==> config.mk <==
export PLATFORM = sky130hd
export DESIGN_NAME = cyber_press_gen
export DESIGN_NICKNAME = d
export VERILOG_FILES = /design/src/rtl/cyber_press_gen.sv
export SDC_FILE = /design/constraint.sdc
export NUM_CORES = 1
export LEC_CHECK = 0
export BUFFER_PORTS_ARGS = -buffer_cell sky130_fd_sc_hd__clkbuf_2
export CORE_AREA = 8 8 60 62
export DETAILED_ROUTE_END_ITERATION = 6
export DIE_AREA = 0 0 68 70
export GPL_ROUTABILITY_DRIVEN = 0
export PLACE_DENSITY = 0.76
export SLEW_MARGIN = 10
export SYNTH_ARGS = -nofsm -noshare
export SYNTH_HDL_FRONTEND = slang
export SYNTH_SLANG_ARGS = --single-unit
==> constraint.sdc <==
create_clock -name clk -period 2.95 [get_ports clk]
set_input_delay 0.295 -clock clk [delete_from_list [all_inputs] [get_ports clk]]
set_output_delay 0.295 -clock clk [all_outputs]
set_load 0.03 [all_outputs]
==> src/rtl/cyber_press_gen.sv <==
// Computer opponent for the tug-of-war game: prescaled LFSR vs difficulty yields 1-cycle press pulses.
// Optional feature: define CYBER_SEED_EN to add seed_load/seed ports for reseeding the LFSR.
module cyber_press_gen #(
    parameter int unsigned LFSR_W   = 10,
    parameter int unsigned DIV      = 1024,
    parameter int unsigned COOLDOWN = 2
) (
    input  logic              clk,
    input  logic              reset,
    input  logic              enable,
    input  logic [LFSR_W-1:0] difficulty,
    input  logic              game_over,
`ifdef CYBER_SEED_EN
    input  logic              seed_load,
    input  logic [LFSR_W-1:0] seed,
`endif
    output logic              press,
    output logic [LFSR_W-1:0] lfsr_q
);

    localparam int unsigned PW = (DIV > 1) ? $clog2(DIV) : 1;
    localparam int unsigned CW = $clog2(COOLDOWN + 1);

    typedef enum logic [1:0] {
        IDLE  = 2'd0,
        PRESS = 2'd1,
        COOL  = 2'd2
    } state_t;

    state_t            state_q, state_d;
    logic [PW-1:0]     presc_q, presc_d;
    logic [LFSR_W-1:0] lfsr_d;
    logic [CW-1:0]     cool_cnt_q, cool_cnt_d;
    logic              press_q, press_d;
    logic              tick;
    logic              win;
    logic              fb;

    always_comb begin
        tick    = enable && (presc_q == PW'(DIV - 1));
        presc_d = presc_q;
        if (enable) begin
            presc_d = tick ? '0 : presc_q + 1'b1;
        end

        fb     = ~(lfsr_q[LFSR_W-1] ^ lfsr_q[LFSR_W-4]);
        lfsr_d = lfsr_q;
        if (tick) begin
            lfsr_d = (&lfsr_q) ? '0 : {lfsr_q[LFSR_W-2:0], fb};
        end
`ifdef CYBER_SEED_EN
        if (seed_load) begin
            lfsr_d  = (&seed) ? '0 : seed;
            presc_d = '0;
        end
`endif
        // compare uses the pre-shift LFSR value of the tick cycle
        win = (difficulty > lfsr_q);
    end

    always_comb begin
        state_d    = state_q;
        cool_cnt_d = cool_cnt_q;
        case (state_q)
            IDLE: begin
                cool_cnt_d = '0;
                if (tick && win) state_d = PRESS;
            end
            PRESS: begin
                state_d    = COOL;
                cool_cnt_d = CW'(COOLDOWN);
            end
            COOL: begin
                if (tick) begin
                    if (cool_cnt_q == CW'(1)) begin
                        state_d    = IDLE;
                        cool_cnt_d = '0;
                    end else begin
                        cool_cnt_d = cool_cnt_q - 1'b1;
                    end
                end
            end
            default: begin
                state_d    = IDLE;
                cool_cnt_d = '0;
            end
        endcase
        if (game_over) begin
            state_d    = IDLE;
            cool_cnt_d = '0;
        end
        press_d = (state_d == PRESS);
    end

    always_ff @(posedge clk) begin
        if (!reset) begin
            state_q    <= IDLE;
            presc_q    <= '0;
            lfsr_q     <= '0;
            cool_cnt_q <= '0;
            press_q    <= 1'b0;
        end else begin
            state_q    <= state_d;
            presc_q    <= presc_d;
            lfsr_q     <= lfsr_d;
            cool_cnt_q <= cool_cnt_d;
            press_q    <= press_d;
        end
    end

    assign press = press_q;

endmodule
# Word level (Yosys, flattened, before mapping)
# Cells that the tools add are included.
# word_totals
wordCells	32
output_inout_bits	11
input_bits	14
register_bits	25
# op_classes
reduce_logical	5
bitwise	3
addsub	2
muxes	10
magnitude_cmp	1
eq_ne	6
# ops
cell	n
$mux 10	2
$mux 2	6
$add 10x1->10 const B	1
$eq 10x10->1 const B	1
$gt 10x10->1	1
$reduce_and 10->1	1
$eq 2x1->1 const B	3
$pmux 2 s3	1
$pmux 2 s2	1
$eq 2x2->1 const B	1
$logic_and 1x1->1	2
$logic_not 2->1	1
$ne 2x2->1 const B	1
$not 1->1	2
$reduce_or 2->1	1
$sub 2x1->2 const B	1
$xor 1x1->1	1

# Depth between registers and ports, before layout
# Gate-level depths: netlist of the first run.
# logic_depth
word_depth	7
ltp_mapped	7
mapped_depth_nobuf	7

# Worst setup path before layout of the first run
# OpenSTA, ideal clock, no wires.
# synth_path
path_type	reg2reg
start	reg lfsr_q[5]
end	reg press_q, in the netlist press
n_path_buf	0
arrival_time_ps	1887
setup_ps	124
path_stages_with_launch	8
setup_slack_ps	939
t_required_ps	2826
period_less_slack_ps	2011
path_cell_list	dfxtp_1 > inv_1 > ha_1 > a21oi_1 > o21ai_0 > a2111o_1 > a31o_1 > nor4b_2
# synth_between
elab_chain_len	6
# synth_lines
element	line	rtl
from (decl)	18	output logic [LFSR_W-1:0] lfsr_q
from (signal assigned)	105	lfsr_q <= lfsr_d;
$gt 10x10->1	58	win = (difficulty > lfsr_q);
$logic_and 1x1->1	67	if (tick && win) state_d = PRESS;
$mux 2	67	
$pmux 2 s3	64	case (state_q)
$mux 2	88	if (game_over) begin
$eq 2x1->1	92	press_d = (state_d == PRESS);
to (signal assigned)	107	press_q <= press_d;
to (decl)	34	logic press_q, press_d;
# No other way between the ends.
# A chain may end at the register's enable or synchronous reset.

# Worst setup path in the final report of the first run
# layout_path
start	reg presc_q[0]
end	reg press_q, in the netlist press
# layout_between
elab_chain_len	7
word_cells_on_any_way	8
classes_between	eq/ne: 2; mux: 4; reduce/logical: 2
# layout_lines
element	line	rtl
from (decl)	31	logic [PW-1:0] presc_q, presc_d;
from (signal assigned)	104	presc_q <= presc_d;
$eq 10x10->1 (*)	40	tick = enable && (presc_q == PW'(DIV - 1));
$logic_and 1x1->1 (*)	40	
$logic_and 1x1->1	67	
$mux 2	67	
$pmux 2 s3 (*)	64	
$mux 2 (*)	88	
$eq 2x1->1 (*)	92	
# Mark *: on every way between the ends. The rest lies on a longest branch, timed or not.

==> impl_metrics.tcl, run 1 <==
set metrics [dict create \
    dpl.cell_count 209 \
    clock_sinks 25 \
    vias_per_cell 5.52 \
    critical_path_class "reg -> reg" \
    period_needed_ns 2.03 \
    syn_area_per_cell_um2 8.89 \
    start_kind "register" \
    clk_pin_slew_ns 0.14 \
    syn-num-nets 187 \
    total_power_mw 0.532 \
    synth_top_area_cell "dfxtp_1" \
    cts_tree "yes" \
    setup_tns_ns 0 \
    htreeDepth 1 \
    setup_viol 0 \
    yosysSeqAreaShare 0.359 \
    n_antenna_cell 0 \
    rsz0062_at_grt "false" \
    critPathRequiredTime_ns 3.18 \
    p_per_area_mw_per_mm2 342 \
    cpPeakStageDelay_ns 0.56 \
    final_max_slew_viol_count 0 \
    clk_path_buf_depth 2 \
    crit_family "simple AND/OR/NAND/NOR gates" \
    grt_first_pass_wirelength_um 5150 \
    antenna_found_initial 0 \
    arrival_ns 2.26 \
    rows 19 \
    grt_usage 0.132 \
    io_pins 25 \
    grt_max_degree 14 \
    drive_gt1_frac 0.187 \
    synthCells 157 \
    hold_violations 0 \
    p_leak_nw 0.643 \
    timing.fmax_mhz 493 \
    ys_ff_latch 25 \
    max-slew-margin-rel 0.703 \
    hpwl_um 2420 \
    yosysTopAreaCellShare 0.359 \
    cts_hold_buf 0 \
    area_delta_synth_final_pct 11.7 \
    die_h_um 70 \
    synth.distinct_cells 33 \
    final_common_cell "dfxtp_1" \
    ant_nets 0 \
    synthesis.area_mm2 0.00140 \
    crit_fanout 8 \
    num_vias 1176 \
    die_area_mm2 0.00476 \
    core_mm2 0.00266 \
    ir_drop_mv 0.203 \
    finClkSkew_ns 0.00851 \
    dr.pass1.iters 4 \
    drv_cap 0 \
    grt_pass1_vias 1200 \
    wl_per_cell_um 14.0 \
    final_cell_mix "dfxtp_1, clkbuf_2, inv_1" \
    stdcell_count 213 \
    post_cts_resized 0 \
    status "complete, no violations" \
    post-route-drc-count 0 \
    die_x_um 68 \
    cts_root_buf "clkbuf_4" \
    nets 213 \
    final_util 0.586 \
    post_cts_buffers 0 \
    fin_crit_sh 0.688 \
    path_buf_inv 0 \
    start_util 0.524 \
    yosysWarnings 0 \
    clk_latency_ns 0.31 \
    wirelength_um 2980 \
    ys_top_cells_by_area "dfxtp_1, ha_1, o21ai_0" \
    cp_slowest_cell "or3_1" \
    path_cells "ha_1, nand4_2, or3_1, a31oi_4, a31o_1, nor4b_2" \
    holdWs_ns 0.316 \
    drt-initial-drc-count 48 \
    critPathCaptureType "register" \
    cts_buffers 3 \
    worstMarginPinSlew_ns 0.442 \
    grt-ovfl-total 0 \
    hold_path_class "in -> reg" \
    place.port_buffers 24 \
]
## area by class of cell
| cell class | instances | area (um2) |
|---|---|---|
| repair buffers | 24 | 120 |
| flip-flops and latches | 25 | 500 |
| multi-input cells | 112 | 810 |
| clock buffers | 4 | 26.3 |
| fillers | 247 | 1100 |
| well taps | 31 | 38.8 |
| inverters | 17 | 63.8 |
## Yosys cell counts
master / count
o21bai_1: 1
nand3_1: 4
xnor2_1: 5
a22o_1: 1
nand4_2: 1
nor4b_2: 2
and3_1: 4
o311a_1: 1
o41a_1: 1
inv_1: 17
a21boi_0: 2
buf_6: 1
a31oi_4: 1
a2111oi_2: 1
nand2b_1: 4
ha_1: 16
a31o_1: 1
a2111o_1: 1
a31oi_1: 1
a21oi_1: 5
nor3b_2: 1
nand4_1: 6
nor3_1: 1
o21ai_0: 14
nand2_1: 15
or3_1: 1
dfxtp_1: 25
a211oi_1: 2
nor2_1: 10
or2_2: 1
buf_2: 2
and2_1: 5
xor2_1: 4
## flip-flops by register name (all words and copies together), names as in the netlist
name and cells:
press 1, presc_q 10, lfsr_q 10, cool_cnt_q 2
state_q 2
## logic make-up (layout without fill, tap and decap cells)
group,Yosys count,count (layout),share of synthesized area
buffers and inverters,20,45,0.0610
AND/OR/NAND/NOR,55,55,0.219
XOR/XNOR,9,9,0.0565
AO/OA/AOI/OAI,32,32,0.161
flip-flops,25,25,0.359
adder cells (fa/ha/maj),16,16,0.143
## worst paths after layout
path / cells after the start / slack (ns) / end / startpoint
worst max-delay path: 6 / 0.92 / press / presc_q[0]
worst min-delay path: 3 / 0.32 / presc_q[0] / enable
worst max register to register: 6 / 0.92 / press / presc_q[0]
worst min register to register: 2 / 0.52 / lfsr_q[8] / lfsr_q[7]
## tightest hold or removal path: cells and delay by family
family	cells	cell delay, ns
buffers and inverters	1	0.15
and+or+nand+nor	1	0.07
AOI/OAI and AO/OA	1	0.07
## per-layer routing
layer	part of all wire	routed length (um)	GRT usage	vias to the layer above
met5	0	0	0	-
met3	0.040	118	0.0287	2
met2	0.49	1460	0.223	25
li1	-	-	-	593
met4	0.0074	22	0.0273	0
met1	0.46	1380	0.162	556
## power breakdown
group / internal, mW / switching [mW] / leakage (nW) / total [mW]
sequential: 0.340 / 0.00256 / 0.202 / 0.342
clock: 0.0527 / 0.0969 / 0.0150 / 0.150
combinational: 0.0189 / 0.0216 / 0.426 / 0.0406
## stage by stage
step	instance area, um2	worst slack [ns]
after floorplan	1400	0.939
after global placement	1530	1.03
after detailed placement	1530	0.918
after CTS	1560	0.894
after global routing	1560	0.738
final	1560	0.920
Power figures use the tool's default switching activity.
==> run 2: changes to the inputs <==
- clock period: 2.95 -> 2.1 ns (I/O delays scaled with it)
==> run 2 against run 1 <==
Sequential share of layout area down 0.56 points. Total power rose by 42%. Critical path depth increased by 1. Non-clock buffer count is 3 higher. Die area unchanged. Via count is 0.17% lower. Final cell count grew 1.4%.
==> impl_metrics.tcl, run 2 (synthesis gave the netlist of run 1 again) <==
set metrics [dict create \
    core_mm2 0.00266 \
    largestRegisters "lfsr_q: 10 flops, presc_q: 10 flops" \
    dr.pass1.iters 4 \
    cts_buffers 3 \
    die_area_mm2 0.00476 \
    n_antenna_cell 0 \
    setup_viol 0 \
    finClkSkew_ns 0.00577 \
    clk_path_buf_depth 2 \
    status "complete, no violations" \
    grt-ovfl-total 0 \
    critPathRequiredTime_ns 2.32 \
    place.port_buffers 24 \
    start_util 0.524 \
    hold_path_class "in -> reg" \
    place_area_mm2 0.00156 \
    worstMarginPinSlew_ns 0.365 \
    grt_first_pass_wirelength_um 5070 \
    rr_startpoint "lfsr_q[3]" \
    pre_cts_slack_ns 0.142 \
    clk_latency_ns 0.32 \
    total_power_mw 0.756 \
    start_kind "register" \
    critPathCaptureType "register" \
    arrival_ns 2.18 \
    drive_gt1_frac 0.205 \
    fin_crit_sh 0.935 \
    finalWorstSetupSlack_ns 0.136 \
    cp-startpoint "lfsr_q[3]" \
    design_area_mm2 0.00159 \
    cts_tree "yes" \
    setup_tns_ns 0 \
    grt_usage 0.132 \
    wl_per_cell_um 13.7 \
    cts_root_buf "clkbuf_4" \
    post-route-drc-count 0 \
    drt-initial-drc-count 26 \
    p_leak_nw 0.659 \
    area_delta_synth_final_pct 13.7 \
    ant_nets 0 \
    wirelength_um 2970 \
    period_needed_ns 1.96 \
    grt_max_degree 14 \
    num_vias 1174 \
    final_max_slew_viol_count 0 \
    ir_drop_mv 0.290 \
    antenna_found_initial 0 \
    max-slew-margin-rel 0.757 \
    final_cell_mix "dfxtp_1, clkbuf_2, inv_1" \
    clk_pin_slew_ns 0.13 \
    min_from "enable" \
    htreeDepth 1 \
    timing.fmax_mhz 509 \
    vias_per_cell 5.44 \
    rows 19 \
    rsz0062_at_grt "false" \
    hpwl_um 2370 \
    crit_fanout 4 \
    clock_sinks 25 \
    grt_pass1_vias 1240 \
    hold_violations 0 \
    nets 216 \
    cts_hold_buf 0 \
    die_h_um 70 \
    final_common_cell "dfxtp_1" \
    p_per_area_mw_per_mm2 476 \
    critical_path_class "reg -> reg" \
    die_x_um 68 \
    io_pins 25 \
    drv_cap 0 \
]
==> run 2: cell count changes in the layout (fill, tap and decap cells not counted), sizes merged <==
cell,previous run,this run
buf,0,3
==> run 2: layout make-up <==
cell class / instances / area (um2)
well taps: 31 / 38.8
clock buffers: 4 / 26.3
inverters: 17 / 63.8
fillers: 242 / 1080
repair buffers: 27 / 143
multi-input cells: 112 / 815
flip-flops and latches: 25 / 500
==> run 2: where the power goes <==
part / switching (mW) / internal, mW
Clock: 0.139 / 0.0743
Combinational: 0.0325 / 0.0292
Sequential: 0.00347 / 0.477
==> run 2: worst paths after layout <==
path	end	slack, ns	cells after the start
worst max-delay path	press	0.14	7
worst min-delay path	presc_q[0]	0.23	3
worst max register to register	press	0.14	7
worst min register to register	lfsr_q[3]	0.51	2
==> run 2: metrics by stage <==
stage	cells	utilization	hold WS, ns
final	216	0.596	0.231
after detailed placement	212	0.584	0.488
after global routing	216	0.596	0.238
after global placement	212	0.584	0.480
after CTS	216	0.594	0.207
after floorplan	157	-	0.332
==> run 2: metal layers <==
metal | share of wire | global-route usage | routed length, um | vias up
met5 | 0 | 0 | 0 | -
met4 | 0.024 | 0.0797 | 72 | 0
met3 | 0.050 | 0.0351 | 148 | 6
met2 | 0.47 | 0.214 | 1390 | 26
met1 | 0.46 | 0.146 | 1360 | 541
li1 | - | - | - | 601
==> run 2: worst max-delay path, cell delays in order (launching register included) <==
cell,delay [ns]
dfxtp_1,0.42
inv_1,0.07
ha_1,0.29
a21oi_1,0.14
o21ai_0,0.09
a2111o_1,0.45
a31o_1,0.24
nor4b_2,0.15
==> run 2: repair_timing <==
item / in CTS / in global routing
buffers inserted: 0 / 0
endpoints found under the hold margin: 0 / 0
endpoints found under the setup margin: 0 / 1
resized for setup: 0 / 1
